`src/rtl/dmc_pkg.sv`:
```
// Shared constants and types for the two-bank data memory arbiter.
package dmc_pkg;

  localparam int unsigned DMC_DW        = 8;
  localparam int unsigned DMC_AW        = 8;
  localparam int unsigned DMC_NUM_BANKS = 2;
  localparam int unsigned DMC_NUM_PORTS = 2;

  localparam logic BANK_A = 1'b0;
  localparam logic BANK_B = 1'b1;

  localparam int unsigned P0 = 0;
  localparam int unsigned P1 = 1;

  // One stage of the read-return tag pipeline: a read is in flight and which port owns it.
  typedef struct packed {
    logic vld;
    logic own;
  } dmc_tag_t;

  // True when a requester is asking for the given bank.
  function automatic logic dmc_targets(input logic req, input logic bank, input logic target);
    return req && (bank == target);
  endfunction

endpackage

```
`src/rtl/dmc_rr_arb2.sv`:
```
// Two-requester round-robin arbiter with a one-bit pointer.
// The pointer only moves after a contended grant; lone requests leave it alone.
module dmc_rr_arb2
  import dmc_pkg::*;
(
  input  logic       clk_i,
  input  logic       rst_i,
  input  logic [1:0] req_i,
  output logic [1:0] gnt_o
);

  // 0 favours P0, 1 favours P1.
  logic ptr_q, ptr_d;

  // Grant decode and pointer update; nothing is granted while in reset.
  always_comb begin
    gnt_o = '0;
    ptr_d = ptr_q;
    if (!rst_i) begin
      unique case (req_i)
        2'b01: gnt_o[P0] = 1'b1;
        2'b10: gnt_o[P1] = 1'b1;
        2'b11: begin
          if (ptr_q) begin
            gnt_o[P1] = 1'b1;
          end else begin
            gnt_o[P0] = 1'b1;
          end
          ptr_d = ~ptr_q;
        end
        default: gnt_o = '0;
      endcase
    end
  end

  // Pointer register.
  always_ff @(posedge clk_i) begin
    if (rst_i) begin
      ptr_q <= 1'b0;
    end else begin
      ptr_q <= ptr_d;
    end
  end

endmodule

```
`src/rtl/dmc_bank_arbiter.sv`:
```
// Two-port / two-bank data memory arbiter. Per-bank round-robin on conflicts,
// registered bank command buses and a two-stage tag pipeline that steers read
// data back to the issuing port two clocks after acceptance.
module dmc_bank_arbiter
  import dmc_pkg::*;
#(
  parameter int unsigned DW = DMC_DW,
  parameter int unsigned AW = DMC_AW
) (
  input  logic          clk,
  input  logic          rst,

  input  logic          p0_req,
  input  logic          p0_bank,
  input  logic          p0_we,
  input  logic [AW-1:0] p0_addr,
  input  logic [DW-1:0] p0_wdata,
  output logic          p0_gnt,
  output logic          p0_rvalid,
  output logic [DW-1:0] p0_rdata,

  input  logic          p1_req,
  input  logic          p1_bank,
  input  logic          p1_we,
  input  logic [AW-1:0] p1_addr,
  input  logic [DW-1:0] p1_wdata,
  output logic          p1_gnt,
  output logic          p1_rvalid,
  output logic [DW-1:0] p1_rdata,

  output logic          bank_a_en,
  output logic          bank_a_we,
  output logic [AW-1:0] bank_a_addr,
  output logic [DW-1:0] bank_a_wdata,
  input  logic [DW-1:0] bank_a_rdata,

  output logic          bank_b_en,
  output logic          bank_b_we,
  output logic [AW-1:0] bank_b_addr,
  output logic [DW-1:0] bank_b_wdata,
  input  logic [DW-1:0] bank_b_rdata
);

  // Port-indexed views of the requester buses.
  logic [DMC_NUM_PORTS-1:0]         port_we;
  logic [DMC_NUM_PORTS-1:0][AW-1:0] port_addr;
  logic [DMC_NUM_PORTS-1:0][DW-1:0] port_wdata;

  assign port_we    = {p1_we, p0_we};
  assign port_addr  = {p1_addr, p0_addr};
  assign port_wdata = {p1_wdata, p0_wdata};

  // Per-bank request vectors, bit index = port.
  logic [1:0] req_a, req_b, gnt_a, gnt_b;

  assign req_a = {dmc_targets(p1_req, p1_bank, BANK_A), dmc_targets(p0_req, p0_bank, BANK_A)};
  assign req_b = {dmc_targets(p1_req, p1_bank, BANK_B), dmc_targets(p0_req, p0_bank, BANK_B)};

  dmc_rr_arb2 u_arb_a (
    .clk_i (clk),
    .rst_i (rst),
    .req_i (req_a),
    .gnt_o (gnt_a)
  );

  dmc_rr_arb2 u_arb_b (
    .clk_i (clk),
    .rst_i (rst),
    .req_i (req_b),
    .gnt_o (gnt_b)
  );

  // A port only ever targets one bank, so at most one of these bits is set.
  assign p0_gnt = gnt_a[P0] | gnt_b[P0];
  assign p1_gnt = gnt_a[P1] | gnt_b[P1];

  // Bank-indexed grant vectors, [bank][port].
  logic [DMC_NUM_BANKS-1:0][1:0]    bank_gnt;
  logic [DMC_NUM_BANKS-1:0][DW-1:0] bank_rdata;

  assign bank_gnt   = {gnt_b, gnt_a};
  assign bank_rdata = {bank_b_rdata, bank_a_rdata};

  // Command registers and tag pipeline state.
  logic     [DMC_NUM_BANKS-1:0]         cmd_en_d, cmd_en_q;
  logic     [DMC_NUM_BANKS-1:0]         cmd_we_d, cmd_we_q;
  logic     [DMC_NUM_BANKS-1:0][AW-1:0] cmd_addr_d, cmd_addr_q;
  logic     [DMC_NUM_BANKS-1:0][DW-1:0] cmd_wdata_d, cmd_wdata_q;
  dmc_tag_t [DMC_NUM_BANKS-1:0]         tag1_d, tag1_q, tag2_d, tag2_q;

  // Read return registers.
  logic [DMC_NUM_PORTS-1:0]         rvalid_d, rvalid_q;
  logic [DMC_NUM_PORTS-1:0][DW-1:0] rdata_d, rdata_q;

  // Load the winning request onto each bank's command bus; idle banks keep addr/wdata.
  always_comb begin
    logic sel;
    cmd_en_d    = '0;
    cmd_we_d    = '0;
    cmd_addr_d  = cmd_addr_q;
    cmd_wdata_d = cmd_wdata_q;
    tag1_d      = '0;
    sel         = 1'b0;
    for (int b = 0; b < int'(DMC_NUM_BANKS); b++) begin
      sel = bank_gnt[b][P1];
      if (|bank_gnt[b]) begin
        cmd_en_d[b]    = 1'b1;
        cmd_we_d[b]    = port_we[sel];
        cmd_addr_d[b]  = port_addr[sel];
        cmd_wdata_d[b] = port_wdata[sel];
        tag1_d[b].vld  = ~port_we[sel];
        tag1_d[b].own  = sel;
      end
    end
  end

  // Second tag stage lines up with the cycle the bank presents its read data.
  always_comb begin
    tag2_d = tag1_q;
  end

  // Steer completing read data to its owner; rdata holds between returns.
  always_comb begin
    rvalid_d = '0;
    rdata_d  = rdata_q;
    for (int b = 0; b < int'(DMC_NUM_BANKS); b++) begin
      if (tag2_q[b].vld) begin
        rvalid_d[tag2_q[b].own] = 1'b1;
        rdata_d[tag2_q[b].own]  = bank_rdata[b];
      end
    end
  end

  // State registers; reset drops any in-flight reads.
  always_ff @(posedge clk) begin
    if (rst) begin
      cmd_en_q    <= '0;
      cmd_we_q    <= '0;
      cmd_addr_q  <= '0;
      cmd_wdata_q <= '0;
      tag1_q      <= '0;
      tag2_q      <= '0;
      rvalid_q    <= '0;
      rdata_q     <= '0;
    end else begin
      cmd_en_q    <= cmd_en_d;
      cmd_we_q    <= cmd_we_d;
      cmd_addr_q  <= cmd_addr_d;
      cmd_wdata_q <= cmd_wdata_d;
      tag1_q      <= tag1_d;
      tag2_q      <= tag2_d;
      rvalid_q    <= rvalid_d;
      rdata_q     <= rdata_d;
    end
  end

  assign bank_a_en    = cmd_en_q[BANK_A];
  assign bank_a_we    = cmd_we_q[BANK_A];
  assign bank_a_addr  = cmd_addr_q[BANK_A];
  assign bank_a_wdata = cmd_wdata_q[BANK_A];

  assign bank_b_en    = cmd_en_q[BANK_B];
  assign bank_b_we    = cmd_we_q[BANK_B];
  assign bank_b_addr  = cmd_addr_q[BANK_B];
  assign bank_b_wdata = cmd_wdata_q[BANK_B];

  assign p0_rvalid = rvalid_q[P0];
  assign p0_rdata  = rdata_q[P0];
  assign p1_rvalid = rvalid_q[P1];
  assign p1_rdata  = rdata_q[P1];

  // Structural invariants of the grant logic.
  gnt_needs_req_a : assert property (@(posedge clk) (gnt_a & ~req_a) == 2'b00);
  gnt_needs_req_b : assert property (@(posedge clk) (gnt_b & ~req_b) == 2'b00);
  gnt_onehot_a    : assert property (@(posedge clk) gnt_a != 2'b11);
  gnt_onehot_b    : assert property (@(posedge clk) gnt_b != 2'b11);

endmodule

```
`config.mk`:
```
export PLATFORM = sky130hd
export DESIGN_NAME = dmc_bank_arbiter
export DESIGN_NICKNAME = d
export VERILOG_FILES = /design/src/rtl/dmc_pkg.sv /design/src/rtl/dmc_rr_arb2.sv /design/src/rtl/dmc_bank_arbiter.sv
export SDC_FILE = /design/constraint.sdc
export NUM_CORES = 1
export LEC_CHECK = 0
export ABC_AREA = 1
export CAP_MARGIN = 10
export CORE_MARGIN = 5
export CORE_UTILIZATION = 45
export CTS_CLUSTER_DIAMETER = 150
export DETAILED_ROUTE_END_ITERATION = 12
export GPL_TIMING_DRIVEN = 0
export HOLD_SLACK_MARGIN = 0.05
export PLACE_DENSITY_LB_ADDON = 0.25
export SLEW_MARGIN = 40
export SYNTH_ARGS = -nofsm -noshare
export SYNTH_HDL_FRONTEND = slang
export SYNTH_SLANG_ARGS = --single-unit
```
`constraint.sdc`:
```
create_clock -name clk -period 1.4 [get_ports clk]
set_clock_uncertainty 0.05 [all_clocks]
set_input_delay 0.28 -clock clk [delete_from_list [all_inputs] [get_ports clk]]
set_output_delay 0.28 -clock clk [all_outputs]
set_load 0.01 [all_outputs]
```
Word-level counts from Yosys, hierarchy flattened
Index checks and enable logic that the tools add are counted.
Widths: inputs -> output; s select.
{"block": "classes", "magnitude_cmp": 6, "eq_ne": 6, "muxes": 38, "n_bitwise": 11, "reduce_logical": 10}
{"operator": "$mux 8", "n": 10}
{"operator": "$bwmux 16", "n": 2}
{"operator": "$mux 16", "n": 2}
{"operator": "$demux 8 s1", "n": 2}
{"operator": "$mux 1", "n": 12}
{"operator": "$eq 2x2->1 const B", "n": 4}
{"operator": "$lt 1x2->1 const B", "n": 4}
{"operator": "$mux 2", "n": 4}
{"operator": "$not 1->1", "n": 8}
{"operator": "$pmux 1 s2", "n": 4}
{"operator": "$reduce_or 2->1", "n": 4}
{"operator": "$logic_and 1x1->1", "n": 6}
{"operator": "$eq 2x1->1 const B", "n": 2}
{"operator": "$demux 1 s1", "n": 2}
{"operator": "$ge 1x1->1 const B", "n": 2}
{"operator": "$or 1x1->1", "n": 2}
{"operator": "$or 2x2->2", "n": 1}
{"block": "totals", "regBits": 64, "inputBits": 56, "out_inout_bits": 56, "elab_cells": 91}

Logic depth before layout (Yosys ltp)
Gate-level depths: netlist of run 1.
{"block": "logic_depth", "ltp_word": 8, "depth_mapped": 8, "mapped_depth_nobuf": 8}

Modules after synthesis
Synthesis of run 1 repeated with hierarchy kept, for this count alone.
{"block": "hier_totals", "hier_cells": 445, "hier_area_um2": 3067.9}
{"module": "dmc_bank_arbiter", "instances": 1, "cells_per_inst": 423, "area_each_um2": 2942.8}
{"module": "dmc_rr_arb2", "instances": 2, "cells_per_inst": 11, "area_each_um2": 62.6}

Least setup slack after synthesis of run 1
Ideal clock, no wire load.
{"block": "synth_path", "path_kind": "in2out", "startpoint": "in rst", "endpoint": "out p0_gnt", "t_arrival_ps": 951, "required_ps": 1070, "slack_ps": 119, "cell_stages": 3, "path_buffers": 2, "path_cell_list": "buf_6 -> buf_1 -> o21ai_0"}
{"block": "synth_via", "elab_chain_cells": 2, "elab_cells_between_ends": 3, "cone_classes": "mux: 2; bitwise: 1"}
{"element": "from (decl)", "line": "dmc_bank_arbiter.sv:11", "rtl": "input logic rst,"}
{"element": "$mux 2", "line": "dmc_rr_arb2.sv:19", "rtl": "if (!rst_i) begin"}
{"element": "$or 1x1->1 (*)", "line": "dmc_bank_arbiter.sv:74", "rtl": "assign p0_gnt = gnt_a[P0] | gnt_b[P0];"}
{"element": "to (decl)", "line": "dmc_bank_arbiter.sv:18", "rtl": "output logic p0_gnt,"}
Every way passes the cells marked *; elsewhere a longest branch is shown, timed or not.

Final worst setup path of run 1
{"block": "layout_path", "startpoint": "in p1_bank", "endpoint": "out p1_gnt"}
{"block": "layout_via", "elab_chain_cells": 6, "elab_cells_between_ends": 12, "cone_classes": "eq/ne: 4; mux: 4; bitwise: 2; reduce/logical: 2"}
{"element": "from (decl)", "line": "dmc_bank_arbiter.sv:23", "rtl": "input logic p1_bank,"}
{"element": "$not 1->1", "line": "dmc_pkg.sv:23", "rtl": "return req && (bank == target);"}
{"element": "$logic_and 1x1->1", "line": "dmc_pkg.sv:23"}
{"element": "$eq 2x2->1", "line": "dmc_rr_arb2.sv:20", "rtl": "unique case (req_i)"}
{"element": "$pmux 1 s2", "line": "dmc_rr_arb2.sv:20"}
{"element": "$mux 2", "line": "dmc_rr_arb2.sv:19"}
{"element": "$or 1x1->1 (*)", "line": "dmc_bank_arbiter.sv:75", "rtl": "assign p1_gnt = gnt_a[P1] | gnt_b[P1];"}
{"element": "to (decl)", "line": "dmc_bank_arbiter.sv:27", "rtl": "output logic p1_gnt,"}
Marks and branches as above.

==> reports/metrics.yaml, run 1 <==
drtIter0Drc: 233
cp_cell_sequence: "clkdlybuf4s15_2 -> inv_1 -> nand2_1 -> nor2_4 -> nand2_4 -> nand2_4 -> buf_6"
crit_fanout: 4
dieWidth_um: 92.8
via_per_inst: 5.04
ys_seq_area_frac: 0.415
r2r_cells: 7
drt_wl_total_mm: 9.39
grt_pass1_vias: 3300
place_ws_ns: -1.09
hp-start: "rst"
initial_core_util: 0.460
cpMostUsedCell: "nand2_4"
hp-class: "input pin to register"
min_period_ns: 1.43
setup_viol: 2
slowest_delay_ns: 0.25
grt_pass1_wl_mm: 15.4
num_vias: 3297
cts_buffer_depth: 2
syn_inst: 442
crit_path_end_kind: "output pin"
port_buffers: 110
crit_arrival_ns: 1.10
nets: 625
status: "finished, violations left"
drive_above_1_share: 0.136
wl_per_cell_um: 14.4
yosysUniqueCellTypes: 23
slew_headroom: 0.671
power_density_mw_per_mm2: 1020
final_cell_mix: "nand2_1, nor2_1, dfxtp_1"
ir_worst_vdd_mv: 0.550
dp_cells: 632
finalSetupTns_ns: -0.0520
cts_tree: "yes"
synth_seq_cells: 64
violations: "setup timing"
num_antenna_cells: 0
slowest_stage: "clkdlybuf4s15_2"
timing.rr.end: "bank_a_wdata[3]$_SDFFE_PP0P_"
antenna_found_initial: 0
synth_area_leaders: "dfxtp_1, nand2_1, nand3_1, nor2_1, inv_1"
yosysWarnings: 0
cts-buffers-inserted: 9
ant_nets: 0
fin_hold_ws_ns: 0.224
row_count: 30
finish.instance_area_mm2: 0.00457
grt_usage: 0.225
rrSetupSlack_ns: 0.11
die_area_mm2: 0.00862
leakagePower_nw: 2.30
synth_nets: 498
core_mm2: 0.00672
layout.cells.non_filler: 654
worstMarginPinSlew_ns: 0.493
cp.required_ns: 1.07
drc: 0
hold_viol: 0
rsz0062_at_grt: "true"
die_h_um: 92.8
cts_root_buf: "clkbuf_8"
hpwl_mm: 6.91
power_mw: 4.65
area_delta_synth_final_pct: 48.1
place_congestion: 0.871
critPathKind: "input pin to output pin"
top_level_ports: 112
cts_htree_levels: 3
finalWorstSetupSlack_ns: -0.0308
overflow: 0
worstSetupStartpointType: "input pin"
cts_sinks: 64
finalCritPeriodShare: 1.02
clk_pin_slew_ns: 0.08
final_common_cell: "nand2_1"
firstDrtPassIters: 4
slew_violations: 0
synth_area_leader_cell: "dfxtp_1"
rr_startpoint: "u_arb_a.ptr_q$_SDFFE_PP0N_"
netlist_area_mm2: 0.00309
whs_endpoint: "bank_b_addr[6]$_SDFFE_PP0P_"
synth.top_cell.area_share: 0.415
grt_max_degree: 17
placed_area_mm2: 0.00429
finish.utilization: 0.680
max_clock_freq_mhz: 699
drv_cap: 0
syn_avg_cell_area_um2: 6.99
min_path_cells: 4
clk_latency_ns: 0.35
==> routing by layer <==
metal  vias up  part of all wire  global-route usage
li1       1662                 -                   -
met4         0             0.020              0.0965
met1      1500              0.42               0.261
met3        14             0.072              0.0577
met5         -                 0                   0
met2       121              0.49               0.390
==> layout make-up <==
cell class                      instances  area (µm²)
Inverter                               60         228
Multi-Input combinational cell        296        1500
Clock buffer                            9         124
Buffer                                 19         146
Sequential cell                        64        1280
Clock inverter                          7         103
Fill cell                             590        2150
Timing Repair Buffer                  119        1090
Tap cell                               80         100
==> registers in the layout (all words and copies together), names as in the netlist, 4 cells and up <==
name	cells
tag2_q	4
bank_b_addr	8
tag1_q	4
bank_a_addr	8
bank_b_wdata	8
bank_a_wdata	8
p1_rdata	8
p0_rdata	8
==> repair_timing <==
| action | 4_1_cts | 5_1_grt |
|---|---|---|
| setup endpoints to repair | 92 | 23 |
| pin swaps | 6 | 4 |
| hold endpoints to repair | 0 | 0 |
| setup buffers | 9 | 1 |
| resized for setup | 93 | 18 |
| gates cloned | 0 | 0 |
| hold buffers | 0 | 0 |
==> worst max-delay path, delay by kind of cell <==
kind	cells	cell delay, ns
simple gates	4	0.40
buf+inv	3	0.41
==> cells by family (layout without fill, tap and decap cells) <==
group | after synthesis | count (layout) | share of synthesized area
simple gates | 217 | 217 | 0.330
buf+inv | 82 | 214 | 0.123
flops | 64 | 64 | 0.415
compound gates | 79 | 79 | 0.132
==> worst max path at each step <==
stage                                    start      to  slack, ns  depth (start not counted)
finish                                 p1_bank  p1_gnt      -0.03                          7
CTS                 u_arb_b.ptr_q$_SDFFE_PP0N_  p0_gnt      -0.06                          4
global route        u_arb_b.ptr_q$_SDFFE_PP0N_  p0_gnt      -0.08                          4
global placement                        p0_req  p0_gnt      -1.08                          6
detailed placement                      p0_req  p0_gnt      -1.09                          6
floorplan                                  rst  p0_gnt       0.12                          3
==> where the power goes <==
group,switching (mW),total (mW),leakage (nW),internal [mW]
combinational,0.451,0.865,1.66,0.414
clock,0.794,1.81,0.110,1.02
sequential,0.0491,1.98,0.525,1.93
total,1.29,4.65,2.30,3.36
==> cells in the mapped netlist <==
| master | n |
|---|---|
| o21ai_1 | 10 |
| clkbuf_1 | 7 |
| dfxtp_1 | 64 |
| nand2_2 | 2 |
| inv_1 | 59 |
| nand3_2 | 2 |
| inv_2 | 1 |
| buf_1 | 1 |
| nand2_4 | 5 |
| nand3_1 | 49 |
| buf_2 | 4 |
| buf_4 | 2 |
| a21oi_1 | 32 |
| nand4_1 | 1 |
| nor2_4 | 1 |
| nand2_1 | 72 |
| a21oi_4 | 1 |
| nor2_1 | 65 |
| nor2_8 | 1 |
| buf_6 | 8 |
| o21ai_0 | 36 |
| nor2_2 | 7 |
| nand3b_1 | 12 |
(Power assumes the default switching activity.)
==> run 2, diff against run 1 <==
--- a/config.mk
+++ b/config.mk
@@ -14,6 +14,7 @@
 export GPL_TIMING_DRIVEN = 0
 export HOLD_SLACK_MARGIN = 0.05
 export PLACE_DENSITY_LB_ADDON = 0.25
+export SKIP_LAST_GASP = 1
 export SLEW_MARGIN = 40
 export SYNTH_ARGS = -nofsm -noshare
 export SYNTH_HDL_FRONTEND = slang
==> run 2 against run 1 <==
Net effect:
- the flow still finishes with violations (setup timing)
- flip-flop and latch count unchanged
- final cell count is 0.15% higher
- design area grew 0.11%
- non-clock buffer count rose by 1
==> reports/metrics.yaml, run 2 (synthesized netlist as in run 1, its figures left out) <==
drtIter0Drc: 215  # -7.7%
antenna_found_initial: 0  # unchanged
combPwrFrac: 0.186  # about the same
critPathKind: "register to output pin"
place_congestion: 0.871  # unchanged
cts_root_buf: "clkbuf_8"
ir_worst_vdd_mv: 0.550  # about the same
clk_latency_ns: 0.35  # about the same
crit_arrival_ns: 1.12  # +0.02 ns
via_per_inst: 5.01  # -0.64%
leakagePower_nw: 2.30  # +0.14%
cts_sinks: 64  # unchanged
final_cell_mix: "nand2_1, nor2_1, dfxtp_1"
drc: 0  # unchanged
cts-buffers-inserted: 9  # unchanged
hp-class: "input pin to register"
cp_cell_sequence: "inv_2 -> o21ai_0 -> o21ai_1 -> buf_2"
drive_above_1_share: 0.134  # -0.00198
setup_viol: 2  # unchanged
die_area_mm2: 0.00862  # unchanged
num_antenna_cells: 0  # unchanged
cts_htree_levels: 3  # unchanged
firstDrtPassIters: 4  # unchanged
wl_per_cell_um: 14.3  # -0.58%
slowest_delay_ns: 0.33  # +0.08 ns
finalWorstSetupSlack_ns: -0.0494  # -0.0186 ns
num_vias: 3281  # -0.49%
power_density_mw_per_mm2: 1020  # -0.20%
grtUsageMet1: 0.261  # +0.000504
top_usage_layer: "met2"
final_common_cell: "nand2_1"
p_sw_frac: 0.277  # -0.000904
worstSetupStartpointType: "register"
row_count: 30  # unchanged
worst-path-buf-inv: 2  # -1
dieWidth_um: 92.8  # unchanged
initial_core_util: 0.460  # unchanged
worstMarginPinSlew_ns: 0.491  # -0.00263 ns
crit_path_end_kind: "output pin"
slew_headroom: 0.673  # +0.00175
grt_util_met2: 0.390  # unchanged
grt_usage: 0.225  # about the same
grt_pass1_wl_mm: 15.4  # about the same
overflow: 0  # unchanged
fillers: 590  # unchanged
dp_cells: 632  # unchanged
drt_wl_total_mm: 9.35  # -0.43%
violations: "setup timing"
slew_violations: 0  # unchanged
finalCritPeriodShare: 1.04  # +0.0133
finalSetupTns_ns: -0.0923  # -0.0403 ns
min_period_ns: 1.45  # +0.0186 ns
grt_max_degree: 17  # unchanged
hpwl_mm: 6.91  # unchanged
area_delta_synth_final_pct: 48.2
crit_family: "flip-flops"
clk_pin_slew_ns: 0.08  # about the same
top_level_ports: 112  # unchanged
layout.cells.non_filler: 655  # +0.15%
clkPwrFrac: 0.390  # about the same
rsz0062_at_grt: "true"
nets: 626  # +0.16%
port_buffers: 110  # unchanged
core_mm2: 0.00672  # unchanged
cp.required_ns: 1.07  # about the same
seq_power_share: 0.425  # about the same
ant_nets: 0  # unchanged
drv_cap: 0  # unchanged
hold_viol: 0  # unchanged
status: "finished, violations left"
cts_buffer_depth: 2  # unchanged
max_clock_freq_mhz: 690  # -1.3%
die_h_um: 92.8  # unchanged
cts_tree: "yes"
grt_pass1_vias: 3299  # -0.030%
internal_power_mw: 3.36  # about the same
switching_power_mw: 1.29  # -0.42%
use_met3: 0.0577  # unchanged
slowest_stage: "dfxtp_2"
crit_fanout: 3  # -1
run 2: cell count changes in the layout (fill, tap and decap cells not counted):
cell,previous run,this run
buf_2,7,5
buf_4,12,13
clkdlybuf4s15_2,2,3
clkdlybuf4s18_2,0,1
inv_2,2,3
inv_4,1,0
nand2_1,69,70
nand2_4,6,5
o21ai_0,34,35
o21ai_2,1,0
run 2: cell type report:
| class | instances | area, µm² | share of cell area |
|---|---|---|---|
| multi-input combinational | 296 | 1490 | 0.325 |
| sequential | 64 | 1280 | 0.280 |
| timing repair buffer | 120 | 1110 | 0.242 |
| inverter | 60 | 225 | 0.0492 |
| buffer | 19 | 146 | 0.0320 |
| clock buffer | 9 | 124 | 0.0271 |
| clock inverter | 7 | 103 | 0.0224 |
| tap | 80 | 100 | 0.0219 |
run 2: layer usage:
metal | wire [µm] | up-vias
li1 | - | 1666
met1 | 3930 | 1478
met2 | 4530 | 123
met3 | 704 | 14
met4 | 189 | 0
met5 | 0 | -
run 2: stage by stage:
stage                     power (mW)  utilization  worst slack [ns]  hold WS (ns)  cell area [µm²]
after floorplan                 2.44            -             0.119         0.338             3090
after CTS                       4.68        0.678            -0.159         0.212             4550
after global routing            4.85        0.681            -0.136         0.245             4580
after detailed placement        2.91        0.638             -1.09         0.345             4290
after global placement          2.89        0.638             -1.08         0.339             4290
final                           4.65        0.681           -0.0494         0.225             4580
run 2: worst paths after layout:
path         cells after the start                        from                           end  slack, ns
max                              4  u_arb_b.ptr_q$_SDFFE_PP0N_                        p0_gnt      -0.05
min                              4                         rst   bank_b_addr[6]$_SDFFE_PP0P_       0.22
max reg2reg                      7  u_arb_a.ptr_q$_SDFFE_PP0N_  bank_a_wdata[3]$_SDFFE_PP0P_       0.09
min reg2reg                      2        tag1_q[3]$_SDFF_PP0_          tag2_q[3]$_SDFF_PP0_       0.35
run 2: worst reg2reg max path, cell delays in order (launching register included):
cell and delay (ns):
dfxtp_2 0.34, inv_2 0.08, nand3_4 0.10, buf_4 0.18
clkbuf_4 0.20, a21oi_1 0.16, nor2_1 0.06, nor2_1 0.08
run 2: what timing repair did:
item / in CTS / in global routing
hold buffers: 0 / 0
buffers inserted: 9 / 2
gates resized for setup: 88 / 15
pin swaps: 6 / 4
endpoints found under the setup margin: 92 / 20
run 2: power groups by stage:
| stage | Sequential, mW | Combinational [mW] | Clock (mW) |
|---|---|---|---|
| finish | 1.97 | 0.863 | 1.81 |
| global route | 1.99 | 0.953 | 1.91 |
| CTS | 1.97 | 0.859 | 1.85 |
| detailed placement | 2.02 | 0.890 | 0 |
| global placement | 2.02 | 0.875 | 0 |
| floorplan | 2.06 | 0.378 | 0 |
